===== config.mk =====
export PLATFORM = sky130hd
export DESIGN_NAME = gcd_stein
export DESIGN_NICKNAME = d
export VERILOG_FILES = /design/src/rtl/gcd_pkg.sv /design/src/rtl/gcd_step.sv /design/src/rtl/gcd_stein.sv
export SDC_FILE = /design/constraint.sdc
export NUM_CORES = 1
export LEC_CHECK = 0
export CAP_MARGIN = 15
export CORE_UTILIZATION = 49
export DETAILED_ROUTE_END_ITERATION = 7
export PLACE_DENSITY = 0.69
export SLEW_MARGIN = 30
export SYNTH_ARGS = -nofsm -noshare
export SYNTH_HDL_FRONTEND = slang
export SYNTH_SLANG_ARGS = --single-unit

===== constraint.sdc =====
create_clock -name clk -period 3.3 [get_ports clk]
set_input_delay 0.66 -clock clk [delete_from_list [all_inputs] [get_ports clk]]
set_output_delay 0.66 -clock clk [all_outputs]
set_load 0.005 [all_outputs]

===== src/rtl/gcd_pkg.sv =====
// Shared types and defaults for the binary (Stein) GCD engine.
package gcd_pkg;

  localparam int GCD_WIDTH_DEFAULT = 32;

  typedef enum logic [1:0] {
    S_IDLE = 2'd0,
    S_RUN  = 2'd1,
    S_DONE = 2'd2
  } gcd_state_e;

endpackage


===== src/rtl/gcd_step.sv =====
// One combinational Stein reduction step: picks the first matching rule for the
// current (a, b) pair and reports equality and whether the common-two count grows.
module gcd_step #(
  parameter int WIDTH = 32
) (
  input  logic [WIDTH-1:0] a_i,
  input  logic [WIDTH-1:0] b_i,
  output logic [WIDTH-1:0] a_o,
  output logic [WIDTH-1:0] b_o,
  output logic             eq_o,
  output logic             k_inc_o
);

  logic             a_even;
  logic             b_even;
  logic             a_gt_b;
  logic [WIDTH-1:0] a_minus_b;
  logic [WIDTH-1:0] b_minus_a;

  assign a_even    = ~a_i[0];
  assign b_even    = ~b_i[0];
  assign a_gt_b    = a_i > b_i;
  assign a_minus_b = a_i - b_i;
  assign b_minus_a = b_i - a_i;
  assign eq_o      = a_i == b_i;

  always_comb begin
    a_o     = a_i;
    b_o     = b_i;
    k_inc_o = 1'b0;
    if (!eq_o) begin
      if (a_even && b_even) begin
        a_o     = a_i >> 1;
        b_o     = b_i >> 1;
        k_inc_o = 1'b1;
      end else if (a_even) begin
        a_o = a_i >> 1;
      end else if (b_even) begin
        b_o = b_i >> 1;
      end else if (a_gt_b) begin
        // Difference of two odd values is even, so halving loses nothing.
        a_o = a_minus_b >> 1;
      end else begin
        b_o = b_minus_a >> 1;
      end
    end
  end

endmodule


===== src/rtl/gcd_stein.sv =====
// Binary GCD engine: accepts an operand pair, applies one Stein rule per RUN cycle,
// and holds the result plus the RUN-cycle count until the consumer takes it.
module gcd_stein
  import gcd_pkg::*;
#(
  parameter int WIDTH = GCD_WIDTH_DEFAULT,
  parameter int CW    = $clog2(2*WIDTH+1)+1
) (
  input  logic             clk,
  input  logic             reset_n,
  input  logic             in_valid,
  output logic             in_ready,
  input  logic [WIDTH-1:0] a,
  input  logic [WIDTH-1:0] b,
  output logic             out_valid,
  input  logic             out_ready,
  output logic [WIDTH-1:0] result,
  output logic [CW-1:0]    cycles
);

  localparam int KW = $clog2(WIDTH+1);
  localparam logic [CW-1:0] CYC_MAX = '1;

  gcd_state_e       state_q, state_d;
  logic [WIDTH-1:0] a_q, a_d;
  logic [WIDTH-1:0] b_q, b_d;
  logic [KW-1:0]    k_q, k_d;
  logic [WIDTH-1:0] result_q, result_d;
  logic [CW-1:0]    cycles_q, cycles_d;

  logic [WIDTH-1:0] step_a;
  logic [WIDTH-1:0] step_b;
  logic             step_eq;
  logic             step_k_inc;

  gcd_step #(.WIDTH(WIDTH)) u_step (
    .a_i     (a_q),
    .b_i     (b_q),
    .a_o     (step_a),
    .b_o     (step_b),
    .eq_o    (step_eq),
    .k_inc_o (step_k_inc)
  );

  always_ff @(posedge clk or negedge reset_n) begin
    if (!reset_n) begin
      state_q  <= S_IDLE;
      a_q      <= '0;
      b_q      <= '0;
      k_q      <= '0;
      result_q <= '0;
      cycles_q <= '0;
    end else begin
      state_q  <= state_d;
      a_q      <= a_d;
      b_q      <= b_d;
      k_q      <= k_d;
      result_q <= result_d;
      cycles_q <= cycles_d;
    end
  end

  always_comb begin
    state_d  = state_q;
    a_d      = a_q;
    b_d      = b_q;
    k_d      = k_q;
    result_d = result_q;
    cycles_d = cycles_q;
    unique case (state_q)
      S_IDLE: begin
        if (in_valid) begin
          a_d      = a;
          b_d      = b;
          k_d      = '0;
          cycles_d = '0;
          // A zero operand makes the other one the answer (gcd(0,0) = 0).
          if (a == '0 || b == '0) begin
            result_d = a | b;
            state_d  = S_DONE;
          end else begin
            state_d = S_RUN;
          end
        end
      end
      S_RUN: begin
        if (cycles_q != CYC_MAX) cycles_d = cycles_q + CW'(1);
        if (step_eq) begin
          result_d = a_q << k_q;
          state_d  = S_DONE;
        end else begin
          a_d = step_a;
          b_d = step_b;
          if (step_k_inc) k_d = k_q + KW'(1);
        end
      end
      S_DONE: begin
        if (out_ready) state_d = S_IDLE;
      end
      default: state_d = S_IDLE;
    endcase
  end

  assign in_ready  = (state_q == S_IDLE);
  assign out_valid = (state_q == S_DONE);
  assign result    = result_q;
  assign cycles    = cycles_q;

endmodule


# == Word-level counts from Yosys, hierarchy flattened ==
# Index checks and enable logic that the tools add are counted.
# word_totals
register_bits,112
in_bits,68
wordCells,78
# op_classes
add_sub_neg,4
order_cmp,1
n_eq_ne,15
shifts,1
muxes,32
bitwise_logic,3
reduce_logical,14
# op_table
op,count
$mux 32,15
$pmux 32 s2,3
$logic_not 32->1,2
$sub 32x32->32,2
$eq 32x32->1,1
$gt 32x32->1,1
$or 32x32->32,1
$shl 32x6->32,1
$mux 6,3
$mux 8,2
$pmux 8 s2,1
$pmux 6 s2,1
$reduce_and 4->1,3
$ne 2x2->1 const B,5
$reduce_and 5->1,2
$reduce_and 3->1,3
$add 8x1->8 const B,1
$mux 2,4
$ne 8x8->1 const B,1
$add 6x1->6 const B,1
$pmux 2 s3,1
$ne 2x1->1 const B,2
$ne 4x2->1 const B,1
$ne 4x3->1 const B,1
10 further kinds,12

# == Logic depth before layout (Yosys ltp) ==
# Gate-level depths: netlist of run 1.
# depth
depth_word,7
depth_mapped,14
depth_no_buf,12

# == Hierarchy ==
# Synthesis of run 1 repeated with hierarchy kept, for this count alone.
# hier_totals
hier_cells,1517
hier_area_um2,12047.8
# modules_own_cells
mod,instances,cells_each,area_per_inst_um2,seq_area_each_um2
gcd_stein,1,770,7051.8,2802.7
gcd_step,1,747,4996.0,0.0

# == Worst setup path before layout of run 1 ==
# Ideal clock, no wire load.
# synth_timing
path_type,reg-to-reg
from,register a_q[0]
to,register a_q[25]
setup_time_ps,95
arrival_time_ps,3019
t_required_ps,3205
slack_ps,185
path_stages_with_launch,13
n_path_buf,1
path_cell_list,dfrtp_1 inv_1 ha_1 fa_1 nand2b_1 a211oi_2 o41ai_4 a21oi_2 a211oi_4 nor4_2 clkbuf_1 a221oi_1 o31ai_1
# synth_via
elab_chain_len,7
# synth_lines
item,line,source
start: declaration,gcd_stein.sv:25,"logic [WIDTH-1:0] a_q, a_d;"
start signal: assignment,gcd_stein.sv:48,a_q <= '0;
start signal: assignment,gcd_stein.sv:55,a_q <= a_d;
$sub 32x32->32,gcd_step.sv:23,assign a_minus_b = a_i - b_i;
$mux 32,gcd_step.sv:40,end else if (a_gt_b) begin
$mux 32,gcd_step.sv:38,end else if (b_even) begin
$mux 32,gcd_step.sv:36,end else if (a_even) begin
$mux 32,gcd_step.sv:32,if (a_even && b_even) begin
$mux 32,gcd_stein.sv:88,if (step_eq) begin
$pmux 32 s2,gcd_stein.sv:70,unique case (state_q)
# Several ways; a longest one is shown, not always the timed one. The select of a mux whose other input is x is not followed.
# A chain may end at the register's enable or synchronous reset.

# == Worst setup path in the final report of run 1 ==
# layout_timing
from,register b_q[2]
to,register a_q[22]
# layout_via
elab_chain_len,7
# layout_lines
item,line,source
start: declaration,gcd_stein.sv:26,"logic [WIDTH-1:0] b_q, b_d;"
start signal: assignment,gcd_stein.sv:49,b_q <= '0;
start signal: assignment,gcd_stein.sv:56,b_q <= b_d;
$sub 32x32->32,gcd_step.sv:23,
$mux 32,gcd_step.sv:40,
$mux 32,gcd_step.sv:38,
$mux 32,gcd_step.sv:36,
$mux 32,gcd_step.sv:32,
$mux 32,gcd_stein.sv:88,
$pmux 32 s2,gcd_stein.sv:70,
# Several ways; a longest one is shown, not always the timed one. The select of a mux whose other input is x is not followed.

==> out/results.txt, run 1 <==
# DRC - 0
Rows - 54
die footprint - 22800 µm²
die height - 151 µm
DRT iter0 DRCs - 896
number of CTS-inserted buffers - 9
vias in the first global route - 11200
CP Cell Sequence - ha_1 -> buf_4 -> o21a_1 -> o31ai_1 -> a21o_1 -> a31oi_1 -> o21ai_0 -> buf_4 -> nand2_1 -> xor2_1 -> a221oi_1 -> o31ai_1
clock period minus worst slack - 3.17 ns
total wire length - 42900 µm
hold buffer count at cts - 0
critical path endpoint category - flip-flop
layout cells sized above 1 - 16.2%
Yosys top cell by area - dfrtp_1
layout net count - 1713
Core Box Area - 21800 µm²
Initial Utilization - 49.9%
crit path DAT - 3.44 ns
Synth async-reset ratio - 100%
gr busiest metal - met2
GRT Util Overall - 38.2%
met2 Track Usage GR - 59.8%
clk_skew - 0.0191 ns
Avg WL per Cell - 23.0 µm
maximum fanout along the worst path - 7
Peak Freq - 316 MHz
Worst Hold Class - primary input to async pin
first-pass GRT wire length - 64600 µm
Startpoint Class - flip-flop
#FFs+latches synth - 112
WP data required - 3.57 ns
GRT overflow - 0
Mapped Nets - 1528
Yosys cell types - 71
HPWL Detailed - 33900 µm
most frequent cells in the layout - nand2_1, buf_4, o21ai_0, nor2_1, dfrtp_1
GP Congestion - 0.960
relative slew slack - 41.0%
final hold slack - 0.216 ns
CTS clock-pin slew for the worst setup and hold paths - 0.09 ns
vias - 11700
GR Util met1 - 49.8%
Via density - 6.30
Mapped Area - 10900 µm²
Ports - 110
number of max-cap violations - 0
Slew @ Worst Pin - 0.875 ns
Synth Warn # - 0
H-tree levels - 3
Avg Inst Size Synth - 7.82 µm²
Final ANT Viol Nets - 0
I/O Buffers - 109
EDFF count, synth - 0
Hold Vio Cnt, Final - 0
Worst path slowest cell - ha_1
Seq/Total Area, Yosys - 25.7%
ys flop type - dfrtp_1
met3 Resource Use GR - 7.26%
CTS tree - done
clock latency on the worst-skew pair - 0.38 ns
kind of critical path - flip-flop to flip-flop
Mapped Cells - 1392
commonest non-fill, non-tap cell in the layout - nand2_1
final period utilization - 96.0%
Area contributors post-synth - dfrtp_1, ha_1, o21ai_0
Die X - 151 µm
largest net degree at the start of global routing - 63
initial antenna violation count - 0
Root Driver - clkbuf_16
maximum clock path buffer count - 2
Yosys top cell area share - 25.7%
area grow syn2layout - 25.7%
final setup fails - 0
Slew Viols, Final - 0
final non-filler cell total - 1862
Post-Place Cells - 1841
status - complete, no violations
clock sinks - 112
slowest stage delay, CP - 0.46 ns
Initial DRT Pass Iterations - 6
# diodes - 0
-- state kept, by name, indices dropped and copies added (netlist names) --
register  cells
a_q          32
b_q          32
result       32
cycles        8
k_q           6
state_q       2
-- final cells by class --
type | instances | area [µm²]
Clock buffer | 9 | 225
Clock inverter | 7 | 72.6
Fill cell | 1999 | 8130
Inverter | 81 | 304
Multi-Input combinational cell | 1094 | 7480
Sequential cell | 112 | 2810
Tap cell | 280 | 350
Timing Repair Buffer | 279 | 2460
-- cell families after synthesis --
family                   Yosys count  share of synthesized area [%]
buffers and inverters            186                           7.12
AO/OA/AOI/OAI                    499                           30.0
flip-flops                       112                           25.7
AND/OR/NAND/NOR                  401                           16.4
adder cells (fa/ha/maj)           68                           7.95
XOR/XNOR                          63                           5.07
multiplexers                      63                           7.78
-- through the flow --
stage | area (µm²) | worst slack (ns) | util, % | setup TNS (ns)
3_5_place_dp | 13200 | -0.0586 | 60.6 | -0.205
6_report | 13700 | 0.133 | 62.8 | 0
5_1_grt | 13700 | -0.00517 | 62.8 | -0.00517
4_1_cts | 13500 | -0.0285 | 61.9 | -0.0285
3_3_place_gp | 13200 | -0.0388 | 60.6 | -0.0480
2_1_floorplan | 10900 | 0.185 | - | 0
-- critical path, delay by kind of cell (launching register included) --
kind	cells	cell delay, ns
xor+xnor	1	0.30
flops	1	0.43
buf+inv	2	0.36
simple gates	1	0.07
fa+ha+maj	1	0.46
compound gates	7	1.45
-- final timing paths --
path | depth (start not counted) | slack, ns | end | startpoint
min in group clk | 2 | 0.48 | result[0] | result[0]
worst max-delay path | 12 | 0.13 | a_q[22] | b_q[2]
worst min register to register | 2 | 0.48 | result[0] | result[0]
worst min-delay path | 1 | 0.22 | b_q[6] | reset_n
worst max register to register | 12 | 0.13 | a_q[22] | b_q[2]
max in group asynchronous | 2 | 2.25 | a_q[1] | reset_n
-- Yosys cell counts (all sizes together) (6+ instances only) --
| library cell | n |
|---|---|
| nand2 | 163 |
| o21ai | 158 |
| nor2 | 119 |
| dfrtp | 112 |
| a21oi | 106 |
| inv | 81 |
| ha | 66 |
| clkbuf | 63 |
| buf | 42 |
| o31ai | 42 |
| a21o | 36 |
| xnor2 | 36 |
| mux2i | 34 |
| a221oi | 28 |
| xor2 | 27 |
| a211oi | 19 |
| nand3 | 19 |
| a221o | 18 |
| nand4 | 18 |
| nor4 | 18 |
| mux4 | 16 |
| nor3 | 16 |
| a31oi | 13 |
| mux2 | 13 |
| nand2b | 13 |
| nor2b | 12 |
| o21bai | 12 |
| o21a | 11 |
| o31a | 9 |
| o221ai | 8 |
| o22ai | 8 |
| and3 | 6 |
-- metal layers --
layer  vias up  share of wire (%)
li1       5410                  -
met1      5636                 42
met2       571                 44
met3       119                7.9
met4         0                5.6
met5         -                  0
-- what timing repair did --
item,CTS,global route
setup buffers,0,5
resized for setup,2,33
endpoints found under the setup margin,3,62
pin swaps,0,7
cloned,0,0
Power of run 1 is not shown: default switching activity piles up to over one toggle a cycle in this logic, so the estimate is an artifact.
==> run 2, diff against run 1 <==
--- a/config.mk
+++ b/config.mk
@@ -6,6 +6,7 @@
 export NUM_CORES = 1
 export LEC_CHECK = 0
 export CAP_MARGIN = 15
+export CORE_MARGIN = 5
 export CORE_UTILIZATION = 49
 export DETAILED_ROUTE_END_ITERATION = 7
 export PLACE_DENSITY = 0.69
==> run 2 against run 1 <==
Register-to-register slack lost 0.06 ns; critical path depth grew 2; maximum frequency shrank 1.8%; core utilization shrank 0.91 points; sequential share of layout area grew 0.28 points; sequential cell count is the same; via count shrank 1.5%; cell count shrank 1.5%; clock skew grew 0.0018 ns; first-iteration DRC count grew 41%; hold slack gained 0.089 ns; die area grew 11%.
==> out/results.txt, run 2 (synthesis gave the netlist of run 1 again) <==
GP Congestion - 0.995 (was 0.960)
Initial DRT Pass Iterations - 6 (unchanged)
vias in the first global route - 10800 (was 11200)
Avg WL per Cell - 23.2 µm (was 23.0 µm)
first-pass GRT wire length - 64300 µm (was 64600 µm)
number of CTS-inserted buffers - 9 (unchanged)
commonest non-fill, non-tap cell in the layout - nand2_1 (unchanged)
worst r2r path cells - 14 (was 12)
slowest stage delay, CP - 0.43 ns (was 0.46 ns)
vias - 11600 (was 11700)
# diodes - 0 (unchanged)
clock latency on the worst-skew pair - 0.38 ns (about the same)
final non-filler cell total - 1835 (was 1862)
maximum clock path buffer count - 2 (unchanged)
CTS clock-pin slew for the worst setup and hold paths - 0.09 ns (about the same)
relative slew slack - 44.1% (was 41.0%)
HPWL Detailed - 32400 µm (was 33900 µm)
die height - 159 µm (was 151 µm)
layout net count - 1686 (was 1713)
kind of critical path - flip-flop to flip-flop (unchanged)
Ports - 110 (unchanged)
Largest delay share family, worst path - compound AO/OA/AOI/OAI gates (unchanged)
number of max-cap violations - 0 (unchanged)
I/O Buffers - 109 (unchanged)
RSZ-0062 raised after global routing - true
clk_skew - 0.0209 ns (was 0.0191 ns)
Core Box Area - 21800 µm² (unchanged)
GRT overflow - 0 (unchanged)
worst reg2reg path startpoint - a_q[5] (was b_q[2])
# DRC - 0 (unchanged)
Worst path slowest cell - a211oi_4 (was ha_1)
layout cells sized above 1 - 15.0% (was 16.2%)
Worst Setup SP - a_q[5] (was b_q[2])
WP data required - 3.59 ns (was 3.57 ns)
CTS tree - done (unchanged)
Peak Freq - 310 MHz (was 316 MHz)
Via density - 6.30 (about the same)
DRT iter0 DRCs - 1262 (was 896)
Final ANT Viol Nets - 0 (unchanged)
Die X - 159 µm (was 151 µm)
final setup fails - 0 (unchanged)
Hold Vio Cnt, Final - 0 (unchanged)
Root Driver - clkbuf_16 (unchanged)
Initial Utilization - 49.9% (unchanged)
worst r2r dst - a_q[30] (was a_q[22])
maximum fanout along the worst path - 22 (was 7)
Worst path depth - 14 (was 12)
GRT Util Overall - 31.9% (was 38.2%)
Worst Hold Class - primary input to async pin (unchanged)
area grow syn2layout - 23.9% (was 25.7%)
clock period minus worst slack - 3.23 ns (was 3.17 ns)
worst path buffer plus inverter count - 4 (was 2)
initial antenna violation count - 0 (unchanged)
critical path endpoint category - flip-flop (unchanged)
Slew Viols, Final - 0 (unchanged)
flop-to-flop setup slack - 0.07 ns (was 0.13 ns)
largest net degree at the start of global routing - 63 (unchanged)
H-tree levels - 3 (unchanged)
clock sinks - 112 (unchanged)
Startpoint Class - flip-flop (unchanged)
end of the critical path - a_q[30] (was a_q[22])
Rows - 54 (unchanged)
final period utilization - 97.7% (was 96.0%)
Post-Place Cells - 1813 (was 1841)
CP Cell Sequence - inv_1 -> ha_2 -> a211oi_2 -> nor2_2 -> o41ai_4 -> a21oi_2 -> buf_4 -> a211oi_4 -> o21ai_2 -> a311oi_4 -> buf_6 -> clkbuf_16 -> nand2_1 -> o31ai_1 (was ha_1 -> buf_4 -> o21a_1 -> o31ai_1 -> a21o_1 -> a31oi_1 -> o21ai_0 -> buf_4 -> nand2_1 -> xor2_1 -> a221oi_1 -> o31ai_1)
crit path DAT - 3.51 ns (was 3.44 ns)
most frequent cells in the layout - nand2_1, o21ai_0, buf_4, nor2_1, dfrtp_1 (was nand2_1, buf_4, o21ai_0, nor2_1, dfrtp_1)
Slew @ Worst Pin - 0.838 ns (was 0.875 ns)
status - complete, no violations (unchanged)
total wire length - 42500 µm (was 42900 µm)
die footprint - 25300 µm² (was 22800 µm²)
[run 2: layout make-up]
cell class                      count  area, µm²
Multi-Input combinational cell   1094       7450
Timing Repair Buffer              252       2280
Inverter                           81        304
Fill cell                        2016       8330
Sequential cell                   112       2800
Tap cell                          280        350
Clock inverter                      7       83.8
Clock buffer                        9        225
[run 2: layer usage]
metal  routed length, µm  global-route usage (%)  up-vias
met3                3690                    5.51       97
met5                   0                       0        -
li1                    -                       -     5348
met1               18200                    44.8     5519
met4                2090                    14.2        0
met2               18600                    48.0      598
[run 2: what timing repair did]
action / in CTS / in global routing
endpoints found under the setup margin: 3 / 62
hold buffers: 0 / 0
gates resized for setup: 3 / 31
cloned: 0 / 2
pin swaps: 1 / 5
setup buffers: 0 / 4
[run 2: worst min path at each step]
stage                 endpoint  slack (ns)  cells after the start
finish                 a_q[10]        0.30                      1
global route            a_q[8]        0.36                      1
CTS                    b_q[18]        0.32                      1
detailed placement  result[24]        0.46                      1
global placement    result[26]        0.46                      1
floorplan               a_q[0]        0.36                      0
[run 2: through the flow]
stage	setup TNS, ns	util (%)	hold WS [ns]	area (µm²)	setup WS, ns
2_1_floorplan	0	-	0.364	10900	0.185
3_3_place_gp	-0.186	59.5	0.462	13000	-0.0629
3_5_place_dp	-0.192	59.5	0.464	13000	-0.104
4_1_cts	0	61.0	0.320	13300	0.00747
5_1_grt	-0.646	61.8	0.357	13500	-0.0592
6_report	0	61.8	0.305	13500	0.0743
Power of run 2 is left out for the same reason.
